--- src/rtl/multi_timer_pkg.sv ---
// Shared constants, control payload and parameter helpers for the multi_timer peripheral.
// MULTI_TIMER_CAPTURE_EN adds one address bit for the per-channel capture words.
package multi_timer_pkg;

    localparam logic [1:0] REG_CTRL   = 2'd0;
    localparam logic [1:0] REG_LOAD   = 2'd1;
    localparam logic [1:0] REG_COUNT  = 2'd2;
    localparam logic [1:0] REG_STATUS = 2'd3;

    localparam int unsigned CTRL_START    = 0;
    localparam int unsigned CTRL_PERIODIC = 1;
    localparam int unsigned CTRL_IRQ_EN   = 2;
    localparam int unsigned CTRL_STOP     = 3;

`ifdef MULTI_TIMER_CAPTURE_EN
    localparam int unsigned CAP_AW = 1;
`else
    localparam int unsigned CAP_AW = 0;
`endif

    typedef struct packed {
        logic stop;
        logic irq_en;
        logic periodic;
        logic start;
    } ctrl_t;

    function automatic int unsigned calc_div(input int unsigned simulacion,
                                             input int unsigned sim_div,
                                             input int unsigned clk_hz,
                                             input int unsigned tick_hz);
        return (simulacion != 0) ? sim_div : clk_hz / tick_hz;
    endfunction

    function automatic int unsigned calc_aw(input int unsigned n_ch);
        int unsigned aw;
        aw = $clog2(n_ch) + 2;
        return (aw < 3) ? 3 : aw;
    endfunction

endpackage

--- src/rtl/multi_timer_channel.sv ---
// One timer channel: prescaler, down-counter, one-shot/periodic mode and sticky done flag.
module multi_timer_channel
    import multi_timer_pkg::*;
#(
    parameter int unsigned CNT_W = 32,
    parameter int unsigned DIV   = 10
) (
    input  logic             clk,
    input  logic             rst_n,
    input  logic             ctrl_we,
    input  logic             load_we,
    input  logic             status_we,
    input  logic [31:0]      wdata,
    output logic [CNT_W-1:0] load,
    output logic [CNT_W-1:0] count,
    output logic             periodic,
    output logic             irq_en,
    output logic             running,
    output logic             done
);

    localparam int unsigned   PW        = (DIV > 1) ? $clog2(DIV) : 1;
    localparam logic [PW-1:0] PRESC_MAX = PW'(DIV - 1);

    ctrl_t         cw;
    logic [PW-1:0] presc;

    assign cw = '{stop:     wdata[CTRL_STOP],
                  irq_en:   wdata[CTRL_IRQ_EN],
                  periodic: wdata[CTRL_PERIODIC],
                  start:    wdata[CTRL_START]};

    // Later assignments win: a done set on the same edge overrides the W1C clear.
    always_ff @(posedge clk or negedge rst_n) begin
        if (!rst_n) begin
            load     <= '0;
            count    <= '0;
            presc    <= '0;
            periodic <= 1'b0;
            irq_en   <= 1'b0;
            running  <= 1'b0;
            done     <= 1'b0;
        end else begin
            if (load_we) begin
                load <= CNT_W'(wdata);
            end
            if (status_we && wdata[0]) begin
                done <= 1'b0;
            end
            if (ctrl_we) begin
                periodic <= cw.periodic;
                irq_en   <= cw.irq_en;
            end
            if (ctrl_we && cw.stop) begin
                running <= 1'b0;
            end else if (ctrl_we && cw.start) begin
                count   <= load;
                presc   <= '0;
                running <= (load != '0);
                done    <= (load == '0);
            end else if (running) begin
                if (presc == PRESC_MAX) begin
                    presc <= '0;
                    if (count > CNT_W'(1)) begin
                        count <= count - CNT_W'(1);
                    end else begin
                        done <= 1'b1;
                        if (periodic && (load != '0)) begin
                            count <= load;
                        end else begin
                            count   <= '0;
                            running <= 1'b0;
                        end
                    end
                end else begin
                    presc <= presc + PW'(1);
                end
            end
        end
    end

endmodule

--- src/rtl/multi_timer.sv ---
// N-channel memory-mapped tick timer: reset synchroniser, address decode and registered read mux.
// Define MULTI_TIMER_CAPTURE_EN to add per-channel CAPTURE words at address N_CH*4+ch.
module multi_timer
    import multi_timer_pkg::*;
#(
    parameter int unsigned N_CH       = 4,
    parameter int unsigned CNT_W      = 32,
    parameter int unsigned CLK_HZ     = 10_000_000,
    parameter int unsigned TICK_HZ    = 1,
    parameter int unsigned SIMULACION = 0,
    parameter int unsigned SIM_DIV    = 10
) (
    input  logic                                clk,
    input  logic                                reset_n,
    input  logic                                we,
    input  logic [calc_aw(N_CH)+CAP_AW-1:0]     addr,
    input  logic [31:0]                         wdata,
    output logic [31:0]                         rdata,
    output logic [N_CH-1:0]                     done_o,
    output logic                                irq_o
);

    localparam int unsigned AW  = calc_aw(N_CH) + CAP_AW;
    localparam int unsigned CW  = AW - 2;
    localparam int unsigned DIV = calc_div(SIMULACION, SIM_DIV, CLK_HZ, TICK_HZ);

    logic [1:0]       rst_sync;
    logic             rst_n;
    logic [CW-1:0]    word_ch;
    logic [1:0]       word_reg;
    logic [CNT_W-1:0] load_q  [N_CH];
    logic [CNT_W-1:0] count_q [N_CH];
    logic [N_CH-1:0]  periodic_q;
    logic [N_CH-1:0]  irq_en_q;
    logic [N_CH-1:0]  running_q;
    logic [N_CH-1:0]  done_q;
    logic [31:0]      rd_c;

    // Assert asynchronously, release on the second clk edge after reset_n rises.
    always_ff @(posedge clk or negedge reset_n) begin
        if (!reset_n) begin
            rst_sync <= 2'b00;
        end else begin
            rst_sync <= {rst_sync[0], 1'b1};
        end
    end
    assign rst_n = rst_sync[1];

    assign word_ch  = addr[AW-1:2];
    assign word_reg = addr[1:0];

    for (genvar i = 0; i < N_CH; i++) begin : g_ch
        logic sel;
        assign sel = we && (word_ch == CW'(i));

        multi_timer_channel #(
            .CNT_W (CNT_W),
            .DIV   (DIV)
        ) u_ch (
            .clk       (clk),
            .rst_n     (rst_n),
            .ctrl_we   (sel && (word_reg == REG_CTRL)),
            .load_we   (sel && (word_reg == REG_LOAD)),
            .status_we (sel && (word_reg == REG_STATUS)),
            .wdata     (wdata),
            .load      (load_q[i]),
            .count     (count_q[i]),
            .periodic  (periodic_q[i]),
            .irq_en    (irq_en_q[i]),
            .running   (running_q[i]),
            .done      (done_q[i])
        );
    end

`ifdef MULTI_TIMER_CAPTURE_EN
    logic [CNT_W-1:0] capture_q [N_CH];

    for (genvar i = 0; i < N_CH; i++) begin : g_cap
        always_ff @(posedge clk or negedge rst_n) begin
            if (!rst_n) begin
                capture_q[i] <= '0;
            end else if (we && (addr == AW'(N_CH * 4 + i))) begin
                capture_q[i] <= count_q[i];
            end
        end
    end
`endif

    // Non-existent channels and unmapped words read as zero.
    always_comb begin
        rd_c = '0;
        for (int i = 0; i < N_CH; i++) begin
            if (word_ch == CW'(i)) begin
                case (word_reg)
                    REG_CTRL:   rd_c = 32'({irq_en_q[i], periodic_q[i], running_q[i]});
                    REG_LOAD:   rd_c = 32'(load_q[i]);
                    REG_COUNT:  rd_c = 32'(count_q[i]);
                    REG_STATUS: rd_c = 32'(done_q[i]);
                    default:    rd_c = '0;
                endcase
            end
`ifdef MULTI_TIMER_CAPTURE_EN
            if (addr == AW'(N_CH * 4 + i)) begin
                rd_c = 32'(capture_q[i]);
            end
`endif
        end
    end

    always_ff @(posedge clk or negedge rst_n) begin
        if (!rst_n) begin
            rdata <= '0;
        end else begin
            rdata <= rd_c;
        end
    end

    assign done_o = done_q;
    assign irq_o  = |(done_q & irq_en_q);

endmodule

--- config.mk ---
export PLATFORM = sky130hd
export DESIGN_NAME = multi_timer
export DESIGN_NICKNAME = d
export VERILOG_FILES = /design/src/rtl/multi_timer_pkg.sv /design/src/rtl/multi_timer_channel.sv /design/src/rtl/multi_timer.sv
export SDC_FILE = /design/constraint.sdc
export NUM_CORES = 1
export LEC_CHECK = 0
export ABC_AREA = 1
export BUFFER_PORTS_ARGS = -buffer_cell sky130_fd_sc_hd__buf_2
export CAP_MARGIN = 20
export CORE_UTILIZATION = 45
export CTS_CLUSTER_DIAMETER = 60
export DETAILED_ROUTE_END_ITERATION = 7
export SLEW_MARGIN = 25
export SYNTH_ARGS = -nofsm -noshare
export SYNTH_HDL_FRONTEND = slang
export SYNTH_SLANG_ARGS = --single-unit
--- constraint.sdc ---
create_clock -name clk -period 15 [get_ports clk]
set_clock_uncertainty 0.2 [all_clocks]
set_input_delay 3 -clock clk [delete_from_list [all_inputs] [get_ports clk]]
set_output_delay 3 -clock clk [all_outputs]
set_load 0.005 [all_outputs]
* After elaboration in Yosys (flattened, before gate mapping) *
Index checks and enable logic that the tools add are counted.

operators by class
  bitwise logic cells = 5
  add/subtract/negate cells = 8
  $lt $le $gt $ge = 4
  reduce and logical (&&, ||, !) cells = 59
  equal/unequal tests = 10
  multiplexer cells = 88

operators by type and width
  kind                                                                              count
  32-bit 2-to-1 mux                                                                 24
  32-bit one-hot mux with 4 select lines                                            4
  24-bit 2-to-1 mux                                                                 12
  32-bit by 1-bit greater-than comparator with 1-bit output, second input constant  4
  32-bit zero test                                                                  4
  32-bit nonzero test                                                               4
  32-bit by 1-bit subtractor with 32-bit output, second input constant              4
  24-bit by 1-bit adder with 24-bit output, second input constant                   4
  24-bit == test, second input constant                                             4
  1-bit 2-to-1 mux                                                                  48
  1-bit logical AND                                                                 32
  2-bit nonzero test                                                                8
  3-bit AND reduction                                                               4
  2-bit == test, second input constant                                              4
  2-bit AND reduction                                                               4
  4-bit AND                                                                         1
  2-bit by 1-bit == test with 1-bit output, second input constant                   2
  2-bit zero test                                                                   2
  1-bit inverter                                                                    4
  4-bit OR reduction                                                                1

word-level totals
  word-level logic and storage cells = 204
  flip-flop bits (word level) = 402
  output and inout bits = 37
  input bits = 39

* Depth between registers and ports, before layout *
  depth after elaboration = 10
  depth in mapped cells = 13
  depth with buffers taken out = 12

* Hierarchy *
From an unflattened synthesis, not the netlist that was laid out.

second synthesis, totals
  cells, all modules = 3957
  area, all modules = 26631.8 sq um

modules (own cells, without submodules)
  module                                  instances  area each (sq um)  seq. area each (sq um)  cells an instance
  multi_timer_channel (g_ch[0].u_ch ...)  2          5841.9             2302.2                  818
  multi_timer_channel (g_ch[2].u_ch)      1          5739.3             2302.2                  808
  multi_timer_channel (g_ch[3].u_ch)      1          5738.0             2302.2                  827
  multi_timer                             1          3470.8             850.8                   686

* Least setup slack after synthesis *
No wires, ideal clock.

  path type = input -> register
  start point = input addr[1]
  end point = register g_ch[2].u_ch.count[27]
  arrival time = 4.335 ns
  slack = 10.352 ns
  library setup time = 0.113 ns
  buffers on the path = 2
  data required time = 14.687 ns
  cell stages on the path = 13
  cell sequence = inv_1 > nand2_2 > inv_2 > nand2_1 > nor2_2 > o21a_1 > buf_4 > nand2_4 > inv_4 > buf_4 > nand3_1 > nand2_1 > inv_1

on the way
  word-level cells in the longest chain between the ends = 5
  elaborated cells between the ends (all ways) = 9
  classes of those cells = 1 x mux; 1 x bitwise; 7 x reduce/logical

ends and longest elaborated chain
  item                                                                          line                                                  source
  start: declaration                                                            multi_timer.sv:16                                     input logic [calc_aw(N_CH)+CAP_AW-1:0] addr,
  2-bit zero test *                                                             multi_timer.sv:62                                     .ctrl_we (sel && (word_reg == REG_CTRL)),
  1-bit logical AND *                                                           multi_timer.sv:62
  1-bit logical AND, on equally long branches                                   multi_timer_channel.sv:56, multi_timer_channel.sv:54
  2-bit nonzero test (no source line) / 1-bit inverter (equally long branches)  --
  3-bit AND reduction (no source line)                                          --
  end signal: assignment                                                        multi_timer_channel.sv:57                             count <= load;
  end signal: assignment                                                        multi_timer_channel.sv:65                             count <= count - CNT_W'(1);
  end signal: assignment                                                        multi_timer_channel.sv:69                             count <= load;
  end: declaration                                                              multi_timer_channel.sv:15                             output logic [CNT_W-1:0] count,

Mark *: on every way between the ends. The rest lies on a longest branch, timed or not.
A chain may end at the register's enable or synchronous reset.

* Worst setup path in the final report *
  start point = input addr[2]
  end point = register g_ch[1].u_ch.count[29]

on the way
  word-level cells in the longest chain between the ends = 6
  elaborated cells between the ends (all ways) = 10
  classes of those cells = 1 x eq/ne; 1 x mux; 1 x bitwise; 7 x reduce/logical

ends and longest elaborated chain
  item                                                                          line                                                  source
  2-bit by 1-bit == test with 1-bit output *                                    multi_timer.sv:54                                     assign sel = we && (word_ch == CW'(i));
  1-bit logical AND *                                                           multi_timer.sv:54
  1-bit logical AND *                                                           multi_timer.sv:62
  1-bit logical AND, on equally long branches                                   multi_timer_channel.sv:56, multi_timer_channel.sv:54
  2-bit nonzero test (no source line) / 1-bit inverter (equally long branches)  --
  3-bit AND reduction (no source line)                                          --
  end signal: assignment                                                        multi_timer_channel.sv:57
  end signal: assignment                                                        multi_timer_channel.sv:65
  end signal: assignment                                                        multi_timer_channel.sv:69
  end: declaration                                                              multi_timer_channel.sv:15

Marks and branches as above.

==> flow_metrics.tcl <==
set metrics [dict create \
    async_reset_ff_frac 1.00 \
    layout_commonest_cell "nand2_1" \
    drc 0 \
    synth_adder_area_share 0.00589 \
    worst_slew_pin_slew_ns 1.06 \
    seq_area_frac_synth 0.394 \
    cts-root-buf "clkbuf_16" \
    synth_top_family_by_area "simple AND/OR/NAND/NOR gates" \
    rsz0062_at_grt "false" \
    ios 76 \
    syn_area_sq_mm 0.0255 \
    clkTransAtPathRegs_ns 0.06 \
    antenna_found_initial 4 \
    hold_path.class "flop to async pin" \
    rrSetupSlack_ns 11.57 \
    cts_buffer_depth 3 \
    grt_usage 0.327 \
    drv_slew 0 \
    period_minus_slack_ns 6.51 \
    placed_area_sq_mm 0.0264 \
    cp-startpoint "addr[2]" \
    r2r-end "g_ch[1].u_ch.count[29]" \
    chipHeight_um 240 \
    synth-xor-area-share 0.0278 \
    grt_max_degree 153 \
    power_density_mw_per_mm2 146 \
    rows 86 \
    synth_cell_types 48 \
    crit_top_cell "nand2_1" \
    critical-path-slowest-cell "inv_2" \
    grt_pass1_wl_mm 143 \
    clock_sink_count 402 \
    syn_area_per_cell_sq_um 6.57 \
    p_leak_nw 13.8 \
    syn_inst 3882 \
    detail-route-antenna-nets 0 \
    final_cell_mix "nand2_1 (1123), nor2_1 (574), inv_1 (470)" \
    post-route-period-util 0.434 \
    insertion_delay_ns 0.61 \
    synth-edff-count 0 \
    peakVddDrop_mv 0.0951 \
    ctsHtreeMaxLevel 2 \
    max_stage_delay_ns 0.95 \
    cp-start-kind "input port" \
    drive_above_1_share 0.0578 \
    critical_path_class "input port to flop" \
    first_pass_iters 6 \
    gp_congestion 0.969 \
    numCtsBuffers 52 \
    die_width_um 240 \
    fin_setup_tns_ns 0 \
    synthFlopType "dfrtp_1" \
    cp-endpoint "g_ch[1].u_ch.count[29]" \
    start_util 0.459 \
    ctsResizeCount 0 \
    worstPathMaxFanout 55 \
    cp_cell_sequence "buf_2 > inv_2 > nor2_4 > nand2_2 > nor3_4 > nand2_1 > nand2_2 > nand2_1 > inv_2 > nand2_1 > nor2_1 > nor2_1" \
    grt_pass1_vias 23800 \
    wire_per_inst_um 20.0 \
    worst_setup_path_end_kind "flop" \
    nets 3937 \
    ctsHoldBuffers 0 \
    drt_iter0_drc 2928 \
    synth-simple-area-share 0.353 \
    finalSetupViolCount 0 \
    post_cts_buffers 0 \
    area_growth_pct 10.2 \
    required_ns 15.29 \
    synth.area.mux_share 0 \
    tritoncts "yes" \
    synth_compound_area_frac 0.122 \
    grt-ovfl-total 0 \
    core_sq_mm 0.0555 \
    ys_warn_count 0 \
    hold_viol_final 0 \
    syn_nets 3933 \
    r2r_start "g_ch[1].u_ch.presc[0]" \
    num_vias 26000 \
    hpwl_mm 68.6 \
    port_buffers 75 \
    dieArea_sq_mm 0.0576 \
    ys_ff_latch 402 \
    relSlewSlack 0.290 \
    via_per_inst 5.56 \
    drv_cap 0 \
    outcome "finished clean" \
    crit_arrival_ns 6.80 \
    clock.fmax_mhz 154 \
    routed_wl_mm 93.5 \
    worstRegToRegCells 10 \
    stdcell_area_sq_mm 0.0281 \
]
==> sequential cells by signal, summed over array words and instances, names as in the netlist <==
signal and flops:
rdata 32, g_ch.u_ch.count 128, rst_sync 2, g_ch.u_ch.done 4
g_ch.u_ch.irq_en 4, g_ch.u_ch.running 4, g_ch.u_ch.presc 96, g_ch.u_ch.periodic 4
g_ch.u_ch.load 128
==> cell usage after synthesis (all sizes together) (12+ instances only) <==
master     n  area share
dfrtp    402        0.39
ha        12      0.0059
nand3    277       0.054
o21ai    308       0.061
clkbuf    82       0.012
nand2   1138        0.17
nand4    107       0.026
a21oi    155       0.031
buf       64       0.014
xor2      80       0.027
inv      482       0.071
nor2     588       0.088
o22ai     79       0.019
nor3      51       0.010
==> cells by family (layout without fill, tap and decap cells) <==
family	after synthesis	after routing
DFF	402	402
xor gates and xnor gates	81	81
AOI/OAI and AO/OA	578	578
adders and majority gates	12	12
other	1	2
buffers and inverters	628	670
and+or+nand+nor	2180	2180
==> through the flow <==
stage / hold slack, ns / worst slack [ns] / std cells / power, mW / utilization
final: 0.134 / 8.49 / 4673 / 4.11 / 0.506
after global routing: 0.177 / 8.17 / 4673 / 4.37 / 0.506
after CTS: 0.158 / 8.57 / 4672 / 4.10 / 0.506
after detailed placement: 0.149 / 7.92 / 4580 / 2.83 / 0.475
after global placement: 0.134 / 8.11 / 4580 / 2.83 / 0.475
after floorplan: 0.131 / 2.77 / 3882 / 2.43 / -
==> critical path: cells and delay by family <==
kind | cells | cell delay (ns)
buffers and inverters | 3 | 1.16
AND/OR/NAND/NOR | 9 | 2.59
==> worst min path at each step <==
stage                                 end  slack (ns)  cells past startpoint
floorplan                     rst_sync[1]        0.13                      0
global placement              rst_sync[1]        0.13                      0
detailed placement  g_ch[1].u_ch.count[8]        0.15                      0
CTS                 g_ch[1].u_ch.count[8]        0.16                      0
global route                  rst_sync[1]        0.18                      0
finish              g_ch[1].u_ch.count[8]        0.13                      0
==> final cells by class <==
type                       count  area (sq um)
timing repair buffer          96           558
multi-input combinational   2852         13000
sequential                   402         10100
inverter                     482          1810
clock buffer                  74          1540
antenna                        1          2.50
tap                          748           936
clock inverter                18           168
fill                        5796         27400
==> power by group <==
part | internal (mW) | total [mW] | leakage, nW | switching (mW)
clock network | 0.744 | 1.26 | 0.830 | 0.515
logic | 0.401 | 1.29 | 7.89 | 0.885
registers | 1.31 | 1.57 | 5.12 | 0.260
total | 2.45 | 4.11 | 13.8 | 1.66
==> metal layers <==
layer / global-route usage / part of all wire / up-vias
met5: 0 / 0.00021 / -
met1: 0.477 / 0.46 / 12300
li1: - / - / 12500
met4: 0.113 / 0.036 / 2
met3: 0.0629 / 0.087 / 169
met2: 0.478 / 0.42 / 1049
Note: power is estimated with default switching activity, not from simulation.
